<file path="src/rtl/elegant_storage_reader.sv">
// Burst read controller: wrapping read addresses, 2-entry output buffer.
// Optional STORAGE_READER_PARITY_EN adds out_parity stored per buffered word.
module elegant_storage_reader #(
   parameter int DATA_W = 8,
   parameter int ADDR_W = 4
) (
   input  logic              clk,
   input  logic              rst_n,
   input  logic              cmd_valid,
   output logic              cmd_ready,
   input  logic [ADDR_W-1:0] cmd_addr,
   input  logic [ADDR_W-1:0] cmd_len,
   output logic              mem_rd_en,
   output logic [ADDR_W-1:0] mem_rd_addr,
   input  logic [DATA_W-1:0] mem_rd_data,
   output logic              out_valid,
   input  logic              out_ready,
   output logic [DATA_W-1:0] out_data,
   output logic              out_last,
`ifdef STORAGE_READER_PARITY_EN
   output logic              out_parity,
`endif
   output logic              busy
);

   typedef enum logic [1:0] {IDLE, READ, DRAIN} state_t;

   state_t            state, state_nxt;
   logic [ADDR_W-1:0] rd_addr;
   logic [ADDR_W-1:0] last_addr;
   logic [ADDR_W-1:0] remain;
   logic              inflight;
   logic              inflight_last;
   logic [1:0]        count;
   logic              wr_ptr, rd_ptr;
   logic [DATA_W-1:0] buf_data [2];
   logic              buf_last [2];
`ifdef STORAGE_READER_PARITY_EN
   logic              buf_par  [2];
`endif
   logic              pop, push, accept, final_rd;
   logic [2:0]        occ;

   assign pop       = out_valid & out_ready;
   assign push      = inflight;
   assign accept    = cmd_valid & cmd_ready;
   assign out_valid = (count != 2'd0);
   assign final_rd  = mem_rd_en & (remain == '0);

   // Slots that will be taken next cycle if nothing new is issued
   assign occ = {1'b0, count} + {2'b0, inflight} - {2'b0, pop};

   always_ff @(posedge clk or negedge rst_n) begin
      if (!rst_n) state <= IDLE;
      else        state <= state_nxt;
   end

   always_comb begin
      state_nxt = state;
      unique case (state)
         IDLE:    if (accept)            state_nxt = READ;
         READ:    if (final_rd)          state_nxt = DRAIN;
         DRAIN:   if (pop && out_last)   state_nxt = IDLE;
         default:                        state_nxt = IDLE;
      endcase
   end

   always_comb begin
      mem_rd_en   = 1'b0;
      busy        = 1'b0;
      mem_rd_addr = last_addr;
      unique case (state)
         IDLE:  busy = 1'b0;
         READ: begin
            busy      = 1'b1;
            mem_rd_en = (occ < 3'd2);
         end
         DRAIN: busy = 1'b1;
         default: busy = 1'b0;
      endcase
      if (mem_rd_en) mem_rd_addr = rd_addr;
   end

   always_ff @(posedge clk or negedge rst_n) begin
      if (!rst_n) begin
         cmd_ready     <= 1'b0;
         rd_addr       <= '0;
         last_addr     <= '0;
         remain        <= '0;
         inflight      <= 1'b0;
         inflight_last <= 1'b0;
      end else begin
         cmd_ready     <= (state_nxt == IDLE);
         inflight      <= mem_rd_en;
         inflight_last <= final_rd;
         if (accept) begin
            rd_addr <= cmd_addr;
            remain  <= cmd_len;
         end else if (mem_rd_en) begin
            rd_addr   <= rd_addr + ADDR_W'(1);
            last_addr <= rd_addr;
            remain    <= remain - ADDR_W'(1);
         end
      end
   end

   always_ff @(posedge clk or negedge rst_n) begin
      if (!rst_n) begin
         count  <= 2'd0;
         wr_ptr <= 1'b0;
         rd_ptr <= 1'b0;
         for (int i = 0; i < 2; i++) begin
            buf_data[i] <= '0;
            buf_last[i] <= 1'b0;
`ifdef STORAGE_READER_PARITY_EN
            buf_par[i]  <= 1'b0;
`endif
         end
      end else begin
         count <= count + 2'(push) - 2'(pop);
         if (push) begin
            buf_data[wr_ptr] <= mem_rd_data;
            buf_last[wr_ptr] <= inflight_last;
`ifdef STORAGE_READER_PARITY_EN
            buf_par[wr_ptr]  <= ^mem_rd_data;
`endif
            wr_ptr <= ~wr_ptr;
         end
         if (pop) rd_ptr <= ~rd_ptr;
      end
   end

   assign out_data = buf_data[rd_ptr];
   assign out_last = out_valid & buf_last[rd_ptr];
`ifdef STORAGE_READER_PARITY_EN
   assign out_parity = out_valid & buf_par[rd_ptr];
`endif

endmodule

</file>
<file path="config.mk">
export PLATFORM = sky130hd
export DESIGN_NAME = elegant_storage_reader
export DESIGN_NICKNAME = d
export VERILOG_FILES = /design/src/rtl/elegant_storage_reader.sv
export SDC_FILE = /design/constraint.sdc
export NUM_CORES = 1
export LEC_CHECK = 0
export ABC_AREA = 1
export CAP_MARGIN = 40
export CELL_PAD_IN_SITES_DETAIL_PLACEMENT = 1
export CELL_PAD_IN_SITES_GLOBAL_PLACEMENT = 2
export CORE_UTILIZATION = 31
export DETAILED_ROUTE_END_ITERATION = 10
export MAX_ROUTING_LAYER = met4
export PLACE_DENSITY_LB_ADDON = 0.25
export SETUP_SLACK_MARGIN = 0.4
export SLEW_MARGIN = 20
export SYNTH_ARGS = -nofsm -noshare
export SYNTH_HDL_FRONTEND = slang
export SYNTH_SLANG_ARGS = --single-unit
</file>
<file path="constraint.sdc">
create_clock -name clk -period 3.35 [get_ports clk]
set_clock_uncertainty 0.15 [all_clocks]
set_input_delay 0.335 -clock clk [delete_from_list [all_inputs] [get_ports clk]]
set_output_delay 0.335 -clock clk [all_outputs]
set_load 0.1 [all_outputs]
</file>
==> results of run 1 <==
cells in the final DEF, fill, tap and decap left out, drive strengths merged:
cell	instances
clkbuf	6
bufinv	2
dfrtp	39
inv	35
nand2	88
o211ai	2
and2	1
dlygate4sd3	1
nor3	1
xor2	4
nor2	6
o21ai	27
fa	1
nand3	10
ha	9
a211oi	1
a31oi	3
buf	33
or2	1
clkdlybuf4s50	19
o22ai	1
a21oi	3
cell type report:
cell class	instances	area, um^2
Tap cell	77	96.3
Fill cell	759	3490
Clock buffer	6	72.6
Clock inverter	2	60.1
Timing Repair Buffer	53	539
Inverter	35	144
Multi-Input combinational cell	158	976
Sequential cell	39	976
registers in the layout (all words and copies together) (netlist names):
register and cells:
remain 4, rd_ptr 1, inflight_last 1, state 2, buf_last 2, rd_addr 4, last_addr 4, inflight 1
cmd_ready 1, count 2, wr_ptr 1, buf_data 16
worst paths after layout:
path	startpoint	to	slack [ps]	cells after the start
max in group asynchronous	rst_n	buf_last[0]$_DFFE_PN0P_	2270	3
worst max register to register	count[1]$_DFF_PN0_	rd_addr[0]$_DFFE_PN0P_	720	16
worst max-delay path	out_ready	mem_rd_addr[3]	200	14
worst min-delay path	rst_n	rd_addr[3]$_DFFE_PN0P_	320	2
min in group clk	buf_data[7]$_DFFE_PN0P_	buf_data[7]$_DFFE_PN0P_	340	2
worst min register to register	buf_data[7]$_DFFE_PN0P_	buf_data[7]$_DFFE_PN0P_	340	2
worst max-delay path: cells and delay by family:
kind	cells	cell delay, ps
buffers and inverters	7	1100
adder cells (fa/ha/maj)	3	830
AO/OA/AOI/OAI	1	150
AND/OR/NAND/NOR	3	260
through the flow:
stage / area (um^2) / instances / setup WS, ps
final: 2860 / 370 / 200
after global routing: 2860 / 370 / 93.0
after CTS: 2840 / 368 / 178
after detailed placement: 2590 / 349 / 57.3
after global placement: 2550 / 347 / 92.5
after floorplan: 2120 / 239 / 152
kinds of logic (layout without fill, tap and decap cells):
family / Yosys count / in the layout / share of synthesized area (%)
buffers and inverters: 42 / 96 / 9.85
flip-flops: 39 / 39 / 48.0
AND/OR/NAND/NOR: 107 / 107 / 21.7
XOR/XNOR: 4 / 4 / 1.72
adder cells (fa/ha/maj): 10 / 10 / 6.53
AO/OA/AOI/OAI: 37 / 37 / 12.2
what timing repair did:
action                                 4_1_cts  5_1_grt
hold buffers                                 1        0
setup endpoints to repair                    5        5
endpoints found under the hold margin       11        0
buffers inserted                            10        1
gates resized for setup                      9        1
pin swaps                                    5        0
layer usage:
layer,wire length [um],vias up
met4,64,0
li1,-,849
met2,2280,31
met5,0,-
met3,154,7
met1,2140,782
==> impl_results.md, run 1 <==
- Status: finished, final reports clean
- Met3 GRT Util: 3.48%
- Max Fclk: between 300 and 400 MHz
- Max Cap Viol: 0
- Syn-to-layout area delta: 40.9%
- Reg clk slew, reported paths: 80 ps
- Via count: 1669
- Final Max Slew Viols: 0
- Root Driver: clkbuf_8
- CP Launch Type: primary input
- Gr usage total: 15.5%
- Largest net degree at the start of global routing: 29
- Syn Nets: between 200 and 300
- CP Class: in -> out
- First-pass GRT wire length: 8.31 mm
- CP Cell Sequence: clkdlybuf4s50_1, nand2_4, inv_2, ha_4, inv_2, ha_4, inv_2, fa_1, nand2_2, inv_2, nand3_4, buf_6, o21ai_4, buf_12
- 1st-iter DRT viols: 32
- Yosys reg bits: 39
- Clock sinks: 39
- Netlist Area Pre-Place: 0.00203 mm^2
- Antenna diodes: 0
- Share of cells above drive strength 1: 26.3%
- CP peak stage delay: 530 ps
- Peak fanout along the critical path: 5
- Syn Area/Cell: around 8.5 um^2
- IO Count: 37
- CP max stage cell: clkdlybuf4s50_1
- CTS buffer count: 5
- Final hold viol count: 0
- Worst path most repeated cell: inv_2
- Post-synthesis cell count: 239
- Worst Tran Pin Value: 551 ps
- Die height: 83.0 um
- Number of synthesis warnings: 0
- Die Area: 0.00688 mm^2
- Wire per inst: 12.5 um
- Unrepaired setup endpoints after global routing: yes
- Vias/cell: 4.51
- Endpoint type of the worst setup path: primary output
- PortBufs: 36
- Final Cycle Share: 94.0%
- Starting density of the core: about a third
- Netlist cell types: 28
- Sequential-to-total area share from yosys stat: slightly below 50%
- Layer with the highest usage: met2
- Clock Latency Late Sink: a little under 300 ps
- Final setup TNS: 0 ps
- Top cells by area, synth: dfrtp_1 (48%), nand2_1 (16%), inv_1 (5.7%)
- CTS H-Tree Depth: 2
- Count leader, synth: nand2_1
- Core ar.: approximately 0.0063 mm^2
- Die span in x: 83.0 um
- Worst Path Arrival: 2660 ps
- Vias in the first global route: 1777
- Remaining Overflow, GRT: 0
- Final Core Density: a little under half
- M1 GR Usage: between 10% and 20%
- Top post-synthesis cells by count: nand2_1 (85), dfrtp_1 (39), inv_1 (31)
- Hold_ws: around 320 ps
- Synth area leader: dfrtp_1
- GPL Wtd Cong: 0.696
- CP required: 2860 ps
- Tmin final: 3150 ps
- Clock Path Buffers: 2
- Worst hold path type: in -> async
- Async set-reset flop share out of synthesis: 100%
- Final HPWL DP: 3.27 mm
- Final Setup Violations: 0
- Initial antenna violation count: 0
- Rel. slew slack: approximately 63%
- CTS tree: done
- GR Util met2: 25.6%
- DRT Wirelength: 4.64 mm
- Nets: 322
- Main synth FF type: dfrtp_1
- Area share of the largest cell type after synthesis: about half
- Post-synth EDFFs: 0
- DRC: 0
- Drt first pass iters: 3
- Post-route ant nets: 0
- Cell row count: 29
Power of run 1 is left out: the tool's default activity adds up to more than one toggle a clock period on the data nets, which glitch-free logic cannot reach.
==> run 2, diff against run 1 <==
--- a/config.mk
+++ b/config.mk
@@ -9,8 +9,9 @@
 export CAP_MARGIN = 40
 export CELL_PAD_IN_SITES_DETAIL_PLACEMENT = 1
 export CELL_PAD_IN_SITES_GLOBAL_PLACEMENT = 2
-export CORE_UTILIZATION = 31
+export CORE_UTILIZATION = 37
 export DETAILED_ROUTE_END_ITERATION = 10
+export DONT_BUFFER_PORTS = 1
 export MAX_ROUTING_LAYER = met4
 export PLACE_DENSITY_LB_ADDON = 0.25
 export SETUP_SLACK_MARGIN = 0.4
==> impl_results.md, run 2 (synthesis results as in run 1) <==
- Hold Crit Endpoint: rd_addr[1]$_DFFE_PN0P_
- CP delay by family, top: adder cells (was buffers and inverters)
- Reg clk slew, reported paths: 80 ps (about the same)
- Final hold viol count: 0 (unchanged)
- Hold Path Stages: 2
- Vias/cell: 4.70 (was 4.51)
- Share of cells above drive strength 1: 27.7% (was 26.3%)
- Max Fclk: 313 MHz (was 317 MHz)
- Final setup TNS: 0 ps (unchanged)
- Worst path most repeated cell: inv_2 (unchanged)
- CTS buffer count: 5 (unchanged)
- Worst Path Arrival: 2710 ps (was 2660 ps)
- CP required: 2860 ps (about the same)
- Starting density of the core: 39.0% (was 32.0%)
- WL met3: 159 um (was 154 um)
- Die height: 76.1 um (was 83.0 um)
- Register Area: 976 um^2 (unchanged)
- Drt first pass iters: 4 (was 3)
- R2R Setup Slk: 500 ps (was 720 ps)
- Root Driver: clkbuf_8 (unchanged)
- Remaining Overflow, GRT: 0 (unchanged)
- RR Endpoint: rd_addr[3]$_DFFE_PN0P_ (was rd_addr[0]$_DFFE_PN0P_)
- Met2 wire length: 2.40 mm (was 2.28 mm)
- Peak fanout along the critical path: 6 (was 5)
- Filler cell count: 620 (was 759)
- Wire per inst: 13.5 um (was 12.5 um)
- CTS tree: done (unchanged)
- First-pass GRT wire length: 8.21 mm (was 8.31 mm)
- Rel. slew slack: 43.1% (was 63.2%)
- Commonest non-fill, non-tap cell in the layout: nand2_1 (unchanged)
- CP Launch Type: flop (was primary input)
- Post-route ant nets: 0 (unchanged)
- Die span in x: 76.1 um (was 83.0 um)
- R2r worst-path depth: 18 (was 16)
- Clock Path Buffers: 2 (unchanged)
- CP max stage cell: fa_1 (was clkdlybuf4s50_1)
- CP Cell Sequence: inv_2, nand2_8, nand2_4, inv_2, ha_4, inv_4, ha_4, inv_2, fa_1, nand2_2, inv_2, nand3_4, clkinv_4, buf_6, o21ai_4, buf_12 (was clkdlybuf4s50_1, nand2_4, inv_2, ha_4, inv_2, ha_4, inv_2, fa_1, nand2_2, inv_2, nand3_4, buf_6, o21ai_4, buf_12)
- DRC: 0 (unchanged)
- Nets: 303 (was 322)
- Largest net degree at the start of global routing: 40 (was 29)
- CP peak stage delay: 450 ps (was 530 ps)
- DRT Wirelength: 4.66 mm (was 4.64 mm)
- Buf/Inv on CP: 8 (was 7)
- Initial antenna violation count: 0 (unchanged)
- Max reg flops: 16 (unchanged)
- IO Count: 37 (unchanged)
- Syn-to-layout area delta: 32.9% (was 40.9%)
- GPL Wtd Cong: 0.681 (was 0.696)
- Final HPWL DP: 3.10 mm (was 3.27 mm)
- Die Area: 0.00579 mm^2 (was 0.00688 mm^2)
- Antenna diodes: 0 (unchanged)
- CP Class: reg -> out (was in -> out)
- Tmin final: 3200 ps (was 3150 ps)
- 1st-iter DRT viols: 65 (was 32)
- Reg2Reg Launch Point: count[1]$_DFF_PN0_ (unchanged)
- Max Cap Viol: 0 (unchanged)
- Core ar.: 0.00520 mm^2 (was 0.00635 mm^2)
- Final Max Slew Viols: 0 (unchanged)
- Area of the multi-input gates: 965 um^2 (was 976 um^2)
- Unrepaired setup endpoints after global routing: yes (unchanged)
- Final Cycle Share: 95.4% (was 94.0%)
- Top Metal Used: met4 (unchanged)
- CTS H-Tree Depth: 2 (unchanged)
- PortBufs: 0 (was 36)
- Worst Tran Pin Value: 855 ps (was 551 ps)
- Worst hold path type: in -> reg (was in -> async)
- Most frequent cells in the layout: nand2_1 (79), dfrtp_1 (39), inv_1 (26) (was nand2_1 (77), dfrtp_1 (39), inv_1 (26))
- Via count: 1618 (was 1669)
- Worst hold start: cmd_addr[1]
- Cell row count: 26 (was 29)
- Vias in the first global route: 1774 (was 1777)
- Final Setup Violations: 0 (unchanged)
- Clock sinks: 39 (unchanged)
- Clock Latency Late Sink: 290 ps (about the same)
- Top reg by flops: buf_data (unchanged)
- Met1 Wirelength: 2.04 mm (was 2.14 mm)
- Status: finished, final reports clean (unchanged)
- Endpoint type of the worst setup path: primary output (unchanged)
- Gr usage total: 18.2% (was 15.5%)
run 2: cell type report:
| cell class | instances | area share (%) |
|---|---|---|
| multi-input combinational | 158 | 35.7 |
| tap | 70 | 3.24 |
| clock inverter | 2 | 1.30 |
| inverter | 35 | 5.42 |
| timing repair buffer | 34 | 15.1 |
| sequential | 39 | 36.1 |
| clock buffer | 6 | 3.06 |
run 2: per-stage QoR:
step                cells  instance area, um^2  hold slack (ps)  setup WS (ps)  util [%]
finish                344                 2700             32.2            154      51.9
global route          344                 2700             35.9           36.5      51.9
CTS                   337                 2620             23.2            167      50.3
floorplan             239                 2120             -111            152         -
detailed placement    317                 2370             -110            262      45.6
global placement      309                 2240             -110            367      43.1
run 2: repair_timing:
action / CTS / global route
buffers inserted: 10 / 6
hold endpoints to repair: 39 / 0
endpoints found under the setup margin: 6 / 5
pin swaps: 7 / 5
hold buffers: 2 / 0
resized for setup: 4 / 5
run 2: worst max-delay path by stage:
stage,depth (start not counted),to,slack (ps),start
2_1_floorplan,14,mem_rd_addr[3],150,count[1]$_DFF_PN0_
3_5_place_dp,15,mem_rd_addr[0],260,count[1]$_DFF_PN0_
6_report,16,mem_rd_addr[1],150,count[1]$_DFF_PN0_
4_1_cts,16,mem_rd_addr[1],170,count[1]$_DFF_PN0_
3_3_place_gp,15,mem_rd_addr[0],370,count[1]$_DFF_PN0_
5_1_grt,16,mem_rd_addr[1],40,count[1]$_DFF_PN0_
run 2: worst register-to-register path, stage by stage (launching register included):
cell      delay (ps)
dfrtp_1          390
inv_2            120
nand2_8           70
nand2_4           60
inv_2             40
ha_4             230
inv_4             50
ha_4             110
inv_2             30
fa_1             550
nand2_2           70
inv_2             70
nand3_4          130
buf_4            170
buf_4            120
buf_4            150
nand2_4           80
o211ai_1         100
o21ai_0           80
run 2: routing by layer:
metal / global-route usage [%] / vias to the layer above
met1: 21.0 / 765
met3: 3.95 / 7
li1: - / 814
met4: 5.19 / 0
met5: - / -
met2: 31.7 / 32
Power of run 2 is left out for the same reason.
